$ cat src/rtl/gp_dram_write_arbiter_if.sv
// Bundle of engine request ports and DRAM af/wdf write ports shared by the
// write arbiter. The arbiter takes the slave view; the engines and FIFOs
// (or a testbench standing in for them) take the master view.
interface gp_dram_write_arbiter_if #(
    parameter int ADDR_WIDTH = 31,
    parameter int DATA_WIDTH = 128,
    parameter int MASK_WIDTH = 16
);
    logic                  LE_req,  FF_req,  CE_req;
    logic [ADDR_WIDTH-1:0] LE_addr, FF_addr, CE_addr;
    logic [DATA_WIDTH-1:0] LE_data, FF_data, CE_data;
    logic [MASK_WIDTH-1:0] LE_mask, FF_mask, CE_mask;
    logic                  LE_ack,  FF_ack,  CE_ack;

    logic                  af_full;
    logic                  wdf_full;
    logic                  af_wr_en;
    logic [ADDR_WIDTH-1:0] af_addr_din;
    logic                  wdf_wr_en;
    logic [DATA_WIDTH-1:0] wdf_din;
    logic [MASK_WIDTH-1:0] wdf_mask_din;
    logic                  busy;

    // Engines + FIFO status side
    modport master (
        output LE_req, FF_req, CE_req,
        output LE_addr, FF_addr, CE_addr,
        output LE_data, FF_data, CE_data,
        output LE_mask, FF_mask, CE_mask,
        input  LE_ack, FF_ack, CE_ack,
        output af_full, wdf_full,
        input  af_wr_en, af_addr_din, wdf_wr_en, wdf_din, wdf_mask_din, busy
    );

    // Arbiter side
    modport slave (
        input  LE_req, FF_req, CE_req,
        input  LE_addr, FF_addr, CE_addr,
        input  LE_data, FF_data, CE_data,
        input  LE_mask, FF_mask, CE_mask,
        output LE_ack, FF_ack, CE_ack,
        input  af_full, wdf_full,
        output af_wr_en, af_addr_din, wdf_wr_en, wdf_din, wdf_mask_din, busy
    );
endinterface

$ cat src/rtl/gp_dram_write_arbiter.sv
// Round-robin arbiter sharing the DRAM write path (one af entry + two wdf
// beats per burst) among the line engine, frame filler and circle engine.
// Bursts are never interleaved; the grant is held until both beats land.
module gp_dram_write_arbiter #(
    parameter int ADDR_WIDTH = 31,
    parameter int DATA_WIDTH = 128,
    parameter int MASK_WIDTH = 16
) (
    input logic                    clk,
    input logic                    rst,
    gp_dram_write_arbiter_if.slave bus
);
    typedef enum logic [1:0] {
        ARB   = 2'd0,
        BEAT0 = 2'd1,
        BEAT1 = 2'd2
    } state_t;

    state_t r_state, w_state_nxt;
    logic [1:0] r_grant, w_grant_nxt;
    logic [1:0] r_last,  w_last_nxt;

    logic [2:0] w_req;
    logic [1:0] w_start;
    logic [1:0] w_pick;
    logic       w_af_en;
    logic       w_wdf_en;

    logic [ADDR_WIDTH-1:0] w_sel_addr;
    logic [DATA_WIDTH-1:0] w_sel_data;
    logic [MASK_WIDTH-1:0] w_sel_mask;
    logic [2:0]            w_ack;

    assign w_req = {bus.CE_req, bus.FF_req, bus.LE_req};

    // Round-robin pick: first requester found searching from (last+1) mod 3
    always_comb begin
        logic [2:0] v_idx;
        logic       v_found;
        w_start = (r_last >= 2'd2) ? 2'd0 : r_last + 2'd1;
        w_pick  = r_grant;
        v_found = 1'b0;
        for (int k = 0; k < 3; k++) begin
            v_idx = {1'b0, w_start} + 3'(k);
            if (v_idx >= 3'd3) v_idx = v_idx - 3'd3;
            if (!v_found && w_req[v_idx[1:0]]) begin
                w_pick  = v_idx[1:0];
                v_found = 1'b1;
            end
        end
    end

    // State, grant and last-served registers
    always_ff @(posedge clk) begin
        if (rst) begin
            r_state <= ARB;
            r_grant <= 2'd0;
            r_last  <= 2'd2;
        end else begin
            r_state <= w_state_nxt;
            r_grant <= w_grant_nxt;
            r_last  <= w_last_nxt;
        end
    end

    // Next state and write enables; full flags gate the beat combinationally.
    // Enables are forced low while rst is high so an abandoned burst never
    // pushes anything into the FIFOs.
    always_comb begin
        w_state_nxt = r_state;
        w_grant_nxt = r_grant;
        w_last_nxt  = r_last;
        w_af_en     = 1'b0;
        w_wdf_en    = 1'b0;
        case (r_state)
            ARB: begin
                if (|w_req) begin
                    w_grant_nxt = w_pick;
                    w_state_nxt = BEAT0;
                end
            end
            BEAT0: begin
                if (!bus.af_full && !bus.wdf_full) begin
                    w_af_en     = 1'b1;
                    w_wdf_en    = 1'b1;
                    w_state_nxt = BEAT1;
                end
            end
            BEAT1: begin
                if (!bus.wdf_full) begin
                    w_wdf_en    = 1'b1;
                    w_last_nxt  = r_grant;
                    w_state_nxt = ARB;
                end
            end
            default: w_state_nxt = ARB;
        endcase
        if (rst) begin
            w_af_en  = 1'b0;
            w_wdf_en = 1'b0;
        end
    end

    // Select the granted requester's address/data/mask
    always_comb begin
        w_sel_addr = '0;
        w_sel_data = '0;
        w_sel_mask = '0;
        case (r_grant)
            2'd0: begin
                w_sel_addr = bus.LE_addr;
                w_sel_data = bus.LE_data;
                w_sel_mask = bus.LE_mask;
            end
            2'd1: begin
                w_sel_addr = bus.FF_addr;
                w_sel_data = bus.FF_data;
                w_sel_mask = bus.FF_mask;
            end
            2'd2: begin
                w_sel_addr = bus.CE_addr;
                w_sel_data = bus.CE_data;
                w_sel_mask = bus.CE_mask;
            end
            default: ;
        endcase
    end

    // Ack only the granted engine, and only on a beat actually written
    always_comb begin
        w_ack = 3'b000;
        if (w_wdf_en && r_grant <= 2'd2) w_ack[r_grant] = 1'b1;
    end

    assign bus.LE_ack       = w_ack[0];
    assign bus.FF_ack       = w_ack[1];
    assign bus.CE_ack       = w_ack[2];
    assign bus.af_wr_en     = w_af_en;
    assign bus.wdf_wr_en    = w_wdf_en;
    // Payload is zeroed when not pushed, for deterministic waveforms
    assign bus.af_addr_din  = w_af_en  ? w_sel_addr : '0;
    assign bus.wdf_din      = w_wdf_en ? w_sel_data : '0;
    assign bus.wdf_mask_din = w_wdf_en ? w_sel_mask : '0;
    assign bus.busy         = (|w_req) || (r_state != ARB && !rst);
endmodule
$ cat src/flat_wrapper.sv
// flat-port wrapper written by rule: the top's interface ports become plain ports
module gp_dram_write_arbiter_flat 
#(
    parameter int ADDR_WIDTH = 31,
    parameter int DATA_WIDTH = 128,
    parameter int MASK_WIDTH = 16
)
  (clk, rst, bus_LE_req, bus_FF_req, bus_CE_req, bus_LE_addr, bus_FF_addr, bus_CE_addr, bus_LE_data, bus_FF_data, bus_CE_data, bus_LE_mask, bus_FF_mask, bus_CE_mask, bus_LE_ack, bus_FF_ack, bus_CE_ack, bus_af_full, bus_wdf_full, bus_af_wr_en, bus_af_addr_din, bus_wdf_wr_en, bus_wdf_din, bus_wdf_mask_din, bus_busy);
  gp_dram_write_arbiter_if #(.ADDR_WIDTH(ADDR_WIDTH), .DATA_WIDTH(DATA_WIDTH), .MASK_WIDTH(MASK_WIDTH)) bus_i ();
  input logic clk;
  input logic rst;
  input wire logic [$bits(bus_i.LE_req)-1:0] bus_LE_req;
  input wire logic [$bits(bus_i.FF_req)-1:0] bus_FF_req;
  input wire logic [$bits(bus_i.CE_req)-1:0] bus_CE_req;
  input wire logic [$bits(bus_i.LE_addr)-1:0] bus_LE_addr;
  input wire logic [$bits(bus_i.FF_addr)-1:0] bus_FF_addr;
  input wire logic [$bits(bus_i.CE_addr)-1:0] bus_CE_addr;
  input wire logic [$bits(bus_i.LE_data)-1:0] bus_LE_data;
  input wire logic [$bits(bus_i.FF_data)-1:0] bus_FF_data;
  input wire logic [$bits(bus_i.CE_data)-1:0] bus_CE_data;
  input wire logic [$bits(bus_i.LE_mask)-1:0] bus_LE_mask;
  input wire logic [$bits(bus_i.FF_mask)-1:0] bus_FF_mask;
  input wire logic [$bits(bus_i.CE_mask)-1:0] bus_CE_mask;
  output wire logic [$bits(bus_i.LE_ack)-1:0] bus_LE_ack;
  output wire logic [$bits(bus_i.FF_ack)-1:0] bus_FF_ack;
  output wire logic [$bits(bus_i.CE_ack)-1:0] bus_CE_ack;
  input wire logic [$bits(bus_i.af_full)-1:0] bus_af_full;
  input wire logic [$bits(bus_i.wdf_full)-1:0] bus_wdf_full;
  output wire logic [$bits(bus_i.af_wr_en)-1:0] bus_af_wr_en;
  output wire logic [$bits(bus_i.af_addr_din)-1:0] bus_af_addr_din;
  output wire logic [$bits(bus_i.wdf_wr_en)-1:0] bus_wdf_wr_en;
  output wire logic [$bits(bus_i.wdf_din)-1:0] bus_wdf_din;
  output wire logic [$bits(bus_i.wdf_mask_din)-1:0] bus_wdf_mask_din;
  output wire logic [$bits(bus_i.busy)-1:0] bus_busy;
  assign bus_i.LE_req = bus_LE_req;
  assign bus_i.FF_req = bus_FF_req;
  assign bus_i.CE_req = bus_CE_req;
  assign bus_i.LE_addr = bus_LE_addr;
  assign bus_i.FF_addr = bus_FF_addr;
  assign bus_i.CE_addr = bus_CE_addr;
  assign bus_i.LE_data = bus_LE_data;
  assign bus_i.FF_data = bus_FF_data;
  assign bus_i.CE_data = bus_CE_data;
  assign bus_i.LE_mask = bus_LE_mask;
  assign bus_i.FF_mask = bus_FF_mask;
  assign bus_i.CE_mask = bus_CE_mask;
  assign bus_LE_ack = bus_i.LE_ack;
  assign bus_FF_ack = bus_i.FF_ack;
  assign bus_CE_ack = bus_i.CE_ack;
  assign bus_i.af_full = bus_af_full;
  assign bus_i.wdf_full = bus_wdf_full;
  assign bus_af_wr_en = bus_i.af_wr_en;
  assign bus_af_addr_din = bus_i.af_addr_din;
  assign bus_wdf_wr_en = bus_i.wdf_wr_en;
  assign bus_wdf_din = bus_i.wdf_din;
  assign bus_wdf_mask_din = bus_i.wdf_mask_din;
  assign bus_busy = bus_i.busy;
  gp_dram_write_arbiter #(.ADDR_WIDTH(ADDR_WIDTH), .DATA_WIDTH(DATA_WIDTH), .MASK_WIDTH(MASK_WIDTH)) u_core (.clk(clk), .rst(rst), .bus(bus_i));
endmodule
$ cat config.mk
export PLATFORM = sky130hd
export DESIGN_NAME = gp_dram_write_arbiter_flat
export DESIGN_NICKNAME = d
export VERILOG_FILES = /design/src/rtl/gp_dram_write_arbiter_if.sv /design/src/rtl/gp_dram_write_arbiter.sv /design/src/flat_wrapper.sv
export SDC_FILE = /design/constraint.sdc
export NUM_CORES = 1
export LEC_CHECK = 0
export CAP_MARGIN = 20
export CORE_AREA = 2 2 276 278
export CTS_BUF_LIST = sky130_fd_sc_hd__clkbuf_8
export DETAILED_ROUTE_END_ITERATION = 10
export DIE_AREA = 0 0 278 280
export PLACE_DENSITY = 0.34
export SYNTH_ARGS = -nofsm -noshare
export SYNTH_HDL_FRONTEND = slang
export SYNTH_SLANG_ARGS = --single-unit
$ cat constraint.sdc
create_clock -name clk -period 1.6 [get_ports clk]
set_input_delay 0.32 -clock clk [delete_from_list [all_inputs] [get_ports clk]]
set_output_delay 0.32 -clock clk [all_outputs]
set_load 0.005 [all_outputs]
After elaboration in Yosys (flattened, before gate mapping)
Index checks and enable logic that the tools add are counted.
Storage, ports and cells
  bits in registers: 6
  input port bits: 532
  output and inout bits: 181
Operators by class
  add/sub/neg operators: 6
  magnitude comparators: 10
  equal/unequal tests: 7
  mux-type cells: 34
  bitwise operators: 1
  reduce and logical (&&, ||, !) cells: 20
Operator list (number)
  $pmux 128 s3: 1
  $mux 128: 1
  $pmux 31 s3: 1
  $pmux 16 s3: 1
  $mux 31: 1
  $mux 2: 10
  $mux 16: 1
  $lt 2x3->1 const B: 4
  $mux 1: 11
  $bmux 1 s2: 3
  $ge 3x2->1 const B: 2
  $logic_and 1x1->1: 6
  $pmux 2 s3: 1
  $reduce_and 3->1: 2
  $sub 2x2->2 const B: 3
  $logic_not 1->1: 5
  $eq 2x1->1 const B: 2
  $eq 2x2->1 const B: 2
  $ge 2x2->1 const B: 2
  $logic_not 2->1: 2
  $ne 2x1->1 const B: 2
  $add 2x1->3 const B: 1
  $add 2x2->3 const B: 1
  $mux 3: 1
  other kinds (12): 12

Longest topological paths before layout
Gate-level depths: netlist (run 1).
  word-level depth: 14
  depth in mapped cells: 7

Worst setup path before layout (run 1)
OpenSTA, ideal clock, no wires.
  path kind: register -> output
  start point: register u_core.r_state[1]
  end point: output bus_wdf_din[107]
  arrival: 1.464 ns
  data required time: 1.280 ns
  path slack: -0.184 ns
  stages on the path, launching flop included: 8
  path through: dfxtp_1 > inv_1 > ha_1 > nor2b_1 > o211ai_1 > buf_2 > clkbuf_1 > a21oi_1
Between the ends
  longest elaborated chain between the ends: 4
Ends and longest elaborated chain
  from (decl): line gp_dram_write_arbiter.sv:19  | state_t r_state, w_state_nxt;
  from (signal assigned): line gp_dram_write_arbiter.sv:60  | r_state <= w_state_nxt;
  $eq 2x2->1 or $eq 2x1->1 (tied branches): line gp_dram_write_arbiter.sv:75  | case (r_state)
  $pmux 1 s2 *: line gp_dram_write_arbiter.sv:75
  $mux 1 *: line gp_dram_write_arbiter.sv:98  | if (rst) begin
  $mux 128 *: line gp_dram_write_arbiter.sv:142  | assign bus.wdf_din = w_wdf_en ? w_sel_data : '0;
  to (decl): line flat_wrapper.sv:32  | output wire logic [$bits(bus_i.wdf_din)-1:0] bus_wdf_din;
Every way passes the cells marked *; elsewhere a longest branch is shown, timed or not.

Worst setup path after layout (run 1)
  start point: register u_core.r_state[1]
  end point: output bus_wdf_mask_din[11]
Between the ends
  longest elaborated chain between the ends: 4
Ends and longest elaborated chain
  $eq 2x2->1 or $eq 2x1->1 (tied branches): line gp_dram_write_arbiter.sv:75
  $pmux 1 s2 *: line gp_dram_write_arbiter.sv:75
  $mux 1 *: line gp_dram_write_arbiter.sv:98
  $mux 16 *: line gp_dram_write_arbiter.sv:143  | assign bus.wdf_mask_din = w_wdf_en ? w_sel_mask : '0;
  to (decl): line flat_wrapper.sv:33  | output wire logic [$bits(bus_i.wdf_mask_din)-1:0] bus_wdf_mask_din;
Marked as above.

==> results.yml, run 1 <==
logic_synthesis:
  avgSynthCellArea_um2: 6.33
  postSynth.asyncResetShare_pct: 0
  synth_edf_count: 0
  syn_area_um2: 5240
  synth_cells: 828
  yosysUniqueCellTypes: 28
  yosysWarnings: 0
  netlist_top_cells_area: "mux2i_1 34%, a21oi_1 17%, nand2_1 13%"
  synth_top_area_share_pct: 34.0
  synth_flop_cell: "dfxtp_1"
  yosysTopAreaCell: "mux2i_1"
  yosysSeqAreaShare_pct: 2.29
  synth-seq-cells: 6
  postSynthNetCount: 1364
worst_setup_path:
  worst-r2r-setup-slack_ns: 0.27
  cp-end-kind: "output port"
  reg2regPathDepth: 6
  crit_chain: "inv_4 -> ha_4 -> nor2b_4 -> o211ai_1 -> buf_4 -> buf_4 -> bufbuf_16 -> buf_4 -> a21oi_4 -> buf_2"
  cp.required_ns: 1.28
  path_common_cell: "buf_4"
  reg2reg_from: "u_core.r_state[1]$_SDFFE_PP0P_"
  crit_type: "flip-flop to output port"
  worstPathArrival_ns: 1.95
  cp-start-kind: "flip-flop"
  critPathBufInv: 6
  cp_top_family: "buffers and inverters"
  r2r-end: "u_core.r_state[0]$_SDFFE_PP0P_"
  cp_slowest_cell: "dfxtp_2"
  crit_path_max_fanout: 6
  critPathMaxStageDelay_ns: 0.33
sta:
  rsz0062_at_grt: "yes"
  finalCriticalPeriod_ns: 2.27
  report.final.slew_viol_count: 0
  setup_viol_count_final: 180
  tightest_slew_ns: 0.382
  hold_viol: 0
  relSlewSlack_pct: 74.5
  timing.fmax_ghz: 0.441
  setup_ws_ns: -0.669
  finalCritPeriodShare_pct: 142
  skew_ns: 0.00186
  finalSetupTns_ns: -96.52
flow_run:
  drv_cap: 0
routing:
  drt_wl_total_mm: 46.3
  post-route-drc-count: 0
  wl_per_cell_um: 17.8
  vias_per_cell: 3.42
  ant_nets: 0
  num_vias: 8880
  first_pass_iters: 6
  drtIter0Drc: 222
worst_hold_path:
  hold_end: "u_core.r_last[0]$_SDFFE_PP0P_"
  hp-class: "flip-flop to flip-flop"
  hold-path-cell-count: 2
  worstHoldStart: "u_core.r_last[0]$_SDFFE_PP0P_"
power:
  power_mw: 10.4
  switching_power_mw: 4.63
  clockPowerShare_pct: 2.2
  p_comb_share_pct: 95.0
  power.density_nw_per_um2: 696
  ir_drop_uv: 489
  p_int_mw: 5.79
  p_leak_nw: 5.83
  pwr-share-seq_pct: 2.8
  swShare_pct: 44.4
placement:
  place_area_um2: 14200
  globalplace.congestion: 0.864
  port_buffers: 712
  dpl.hpwl_mm: 37.3
layout:
  final.fill_count: 8494
  stdcell_area_um2: 15000
  layout_commonest_cell: "clkdlybuf4s50_1"
  drive_gt1_share_pct: 29.4
  syn_to_final_growth_pct: 186
  final_nets: 2153
  final_cell_mix: "525 x clkdlybuf4s50_1, 175 x nand2_1, 175 x mux2i_1, 92 x buf_2, 85 x a21oi_1"
clock_tree:
  root_buffer: "clkbuf_8"
  cts_tree: "built"
  cts_buffers: 3
  clock_path_buffers: 2
  path_clk_slew_ns: 0.04
  cts_hold_buf: 0
  h-tree-depth: 1
  cts.sinks: 6
  clk_latency_ns: 0.22
global_routing:
  grt_pass1_wl_mm: 64.4
  grt_pass1_vias: 9533
  grt_max_degree: 71
  grt_use_total_pct: 11.1
  antenna_found_initial: 2
  grt_overflow: 0
floorplanning:
  ios: 713
  dieArea_um2: 77800
  coreArea_um2: 75200
  initial_core_util_pct: 6.97
  dieWidth_um: 278
  rows: 101
  die_y_um: 280
run_status:
  status: "finished with violations"
  violations: "setup timing"
==> registers in the layout (all words and copies together) (netlist names) <==
register        flops
u_core.r_last       2
u_core.r_grant      2
u_core.r_state      2
==> Yosys cell counts, drive strengths merged (3+ instances only) <==
master / instances
mux2i: 178
a21oi: 177
nand2: 177
or2: 175
buf: 47
clkbuf: 33
dfxtp: 6
inv: 6
nand2b: 5
ha: 4
nor3: 3
==> power by group through the flow <==
stage	clock network (mW)	registers (mW)	logic, mW
final	0.231	0.288	9.90
after global routing	0.255	0.295	10.7
after CTS	0.237	0.290	10.0
after detailed placement	0	0.280	8.58
after global placement	0	0.278	8.69
after floorplan	0	0.226	4.50
==> per-stage QoR <==
step                      util [%]  setup slack [ns]  hold WS (ns)  cells
after floorplan                  -           -0.0207         0.455    828
after global placement        18.9             -1.14         0.481   2533
after detailed placement      18.9             -1.19         0.492   2533
after CTS                     20.0            -0.666         0.501   2595
after global routing          19.9            -0.748         0.560   2593
final                         19.9            -0.669         0.500   2595
==> cells by family (layout without fill, tap and decap cells) <==
kind of cell             after synthesis  after routing  synth area share [%]
AO/OA/AOI/OAI                        187            187                  18.3
adder cells (fa/ha/maj)                4              4                 0.954
buffers and inverters                 86            873                  9.26
flip-flops                             6              6                  2.29
multiplexers                         178            178                  34.0
other                                  0              2                     0
AND/OR/NAND/NOR                      367            367                  35.2
==> timing repair <==
item / in CTS / in global routing
setup buffers: 47 / 7
pin swaps: 13 / 13
gates resized for setup: 646 / 116
gates cloned: 13 / 0
endpoints found under the setup margin: 181 / 181
==> tightest hold or removal path, stage by stage, from the launching register on <==
cell and delay [ns]:
dfxtp_1 0.32, mux2i_1 0.07, nor2_1 0.07
==> layer usage <==
metal  vias to the layer above  GRT usage, %  wire [um]
li1                       4380             -          -
met1                      4060          11.8      17000
met2                       400          22.1      25300
met3                        38          2.02       2840
met4                         2          2.90       1160
met5                         -             0         13
==> how the worst max path moves through the flow <==
stage / from / to / slack [ns] / depth (start not counted)
final: u_core.r_state[1]$_SDFFE_PP0P_ / bus_wdf_mask_din[11] / -0.67 / 10
after CTS: u_core.r_state[0]$_SDFFE_PP0P_ / bus_wdf_mask_din[11] / -0.67 / 9
after global routing: u_core.r_state[1]$_SDFFE_PP0P_ / bus_wdf_mask_din[1] / -0.75 / 9
after detailed placement: bus_af_full / bus_wdf_din[92] / -1.19 / 7
after global placement: bus_af_full / bus_wdf_din[92] / -1.14 / 7
after floorplan: u_core.r_state[1]$_SDFFE_PP0P_ / bus_wdf_din[28] / -0.02 / 7
==> area by class of cell <==
type                    instances  area [um2]  share of cell area [%]
multi-input cells             736        5140                    34.3
inverters                       6        30.0                   0.201
well taps                     978        1220                    8.17
diodes                          2        5.00                  0.0334
flip-flops and latches          6         133                   0.886
repair buffers                864        8400                    56.1
clock buffers                   3        41.3                   0.276
(Power assumes the default switching activity.)
==> run 2, diff against run 1 <==
- MAX_ROUTING_LAYER: not set -> met4
==> results.yml, run 2 (same netlist as run 1, synthesis figures left out) <==
power:
  p_leak_nw: 5.83
  p_comb_share_pct: 95.0
  pwr-share-seq_pct: 2.8
  p_int_mw: 5.79
  power_mw: 10.4
  power.density_nw_per_um2: 695
  clockPowerShare_pct: 2.2
  swShare_pct: 44.4
  switching_power_mw: 4.62
  ir_drop_uv: 480
floorplanning:
  dieWidth_um: 278
  rows: 101
  ios: 713
  coreArea_um2: 75200
  die_y_um: 280
  initial_core_util_pct: 6.97
  dieArea_um2: 77800
layout:
  utilization_pct: 19.9
  syn_to_final_growth_pct: 186
  final_cell_mix: "525 x clkdlybuf4s50_1, 175 x nand2_1, 175 x mux2i_1, 92 x buf_2, 85 x a21oi_1"
  reg_top3: "u_core.r_grant x2, u_core.r_last x2, u_core.r_state x2"
  layout_commonest_cell: "clkdlybuf4s50_1"
  final_nets: 2153
  final.fill_count: 8493
  drive_gt1_share_pct: 29.4
routing:
  first_pass_iters: 4
  drt_wl_total_mm: 46.2
  wl_per_cell_um: 17.8
  post-route-drc-count: 0
  ant_nets: 0
  drtIter0Drc: 223
  num_vias: 8889
  vias_per_cell: 3.42
sta:
  finalCritPeriodShare_pct: 142
  relSlewSlack_pct: 75.6
  rsz0062_at_grt: "yes"
  skew_ns: 0.00186
  setup_ws_ns: -0.666
  tightest_slew_ns: 0.366
  setup_viol_count_final: 180
  finalCriticalPeriod_ns: 2.27
  timing.fmax_ghz: 0.441
  whs_ns: 0.500
  hold_viol: 0
  report.final.slew_viol_count: 0
worst_hold_path:
  worstHoldStart: "u_core.r_last[0]$_SDFFE_PP0P_"
  hp-class: "flip-flop to flip-flop"
  hold-path-cell-count: 2
  hold_end: "u_core.r_last[0]$_SDFFE_PP0P_"
global_routing:
  grt_pass1_wl_mm: 64.2
  grt_overflow: 0
  grt_pass1_vias: 9551
  antenna_found_initial: 3
  grt_use_total_pct: 11.4
  grt_max_degree: 71
clock_tree:
  cts.sinks: 6
  clk_latency_ns: 0.22
  root_buffer: "clkbuf_8"
  cts_buffers: 3
  cts_hold_buf: 0
  cts_tree: "built"
  clock_path_buffers: 2
  path_clk_slew_ns: 0.04
  h-tree-depth: 1
worst_setup_path:
  reg2reg_from: "u_core.r_state[1]$_SDFFE_PP0P_"
  critPathBufInv: 6
  crit_type: "flip-flop to output port"
  path_common_cell: "buf_4"
  cp-end-kind: "output port"
  cp.required_ns: 1.28
  worst-r2r-setup-slack_ns: 0.27
  cp-start-kind: "flip-flop"
  cp_top_family: "buffers and inverters"
  crit_chain: "inv_4 -> ha_4 -> nor2b_4 -> o211ai_1 -> buf_4 -> buf_4 -> bufbuf_16 -> buf_4 -> a21oi_4 -> buf_2"
  reg2regPathDepth: 6
  worstPathArrival_ns: 1.95
  cp_slowest_cell: "dfxtp_2"
  r2r-end: "u_core.r_state[0]$_SDFFE_PP0P_"
  crit_path_max_fanout: 6
  critPathMaxStageDelay_ns: 0.33
placement:
  dpl.hpwl_mm: 37.3
  port_buffers: 712
  globalplace.congestion: 0.878
run_status:
  violations: "setup timing"
  status: "finished with violations"
flow_run:
  drv_cap: 0
run 2: tightest hold or removal path, stage by stage, from the launching register on:
cell and delay (ns):
dfxtp_1 0.32, mux2i_1 0.07, nor2_1 0.07
run 2: area by class of cell:
cell class	count	area [um2]	share of cell area [%]
repair buffers	864	8400	56.1
multi-input cells	736	5140	34.3
well taps	978	1220	8.17
flip-flops and latches	6	133	0.885
clock buffers	3	41.3	0.276
inverters	6	30.0	0.200
diodes	4	10.0	0.0668
run 2: stage by stage:
step                instance area [um2]  setup slack (ns)  TNS (ns)  cells
floorplan                          5410           -0.0207     -1.36    828
global placement                  14200             -1.14   -182.97   2533
detailed placement                14200             -1.19   -189.23   2533
CTS                               15000            -0.666   -104.59   2595
global route                      15000            -0.748   -111.66   2595
finish                            15000            -0.666    -96.51   2597
run 2: what timing repair did:
action                     4_1_cts  5_1_grt
buffers inserted                47        7
gates cloned                    13        0
gates resized for setup        646      116
pin swaps                       13       13
setup endpoints to repair      181      181
run 2: worst max-delay path by stage:
| stage | startpoint | endpoint | slack, ns | cells past startpoint |
|---|---|---|---|---|
| after floorplan | u_core.r_state[1]$_SDFFE_PP0P_ | bus_wdf_din[28] | -0.02 | 7 |
| after global placement | bus_af_full | bus_wdf_din[92] | -1.14 | 7 |
| after detailed placement | bus_af_full | bus_wdf_din[92] | -1.19 | 7 |
| after CTS | u_core.r_state[0]$_SDFFE_PP0P_ | bus_wdf_mask_din[11] | -0.67 | 9 |
| after global routing | u_core.r_state[1]$_SDFFE_PP0P_ | bus_wdf_mask_din[11] | -0.75 | 10 |
| final | u_core.r_state[1]$_SDFFE_PP0P_ | bus_wdf_mask_din[11] | -0.67 | 10 |
run 2: per-layer routing:
| layer | vias to the layer above | track usage, % | routed length [um] |
|---|---|---|---|
| met4 | 0 | 2.91 | 1160 |
| met3 | 36 | 1.68 | 2520 |
| li1 | 4386 | - | - |
| met5 | - | - | 0 |
| met1 | 4065 | 12.0 | 17200 |
| met2 | 402 | 22.1 | 25300 |
run 2: power groups by stage:
stage | clock network (mW) | logic, mW | registers [mW]
2_1_floorplan | 0 | 4.50 | 0.226
3_3_place_gp | 0 | 8.69 | 0.278
3_5_place_dp | 0 | 8.58 | 0.280
4_1_cts | 0.237 | 10.0 | 0.290
5_1_grt | 0.255 | 10.7 | 0.295
6_report | 0.231 | 9.89 | 0.288
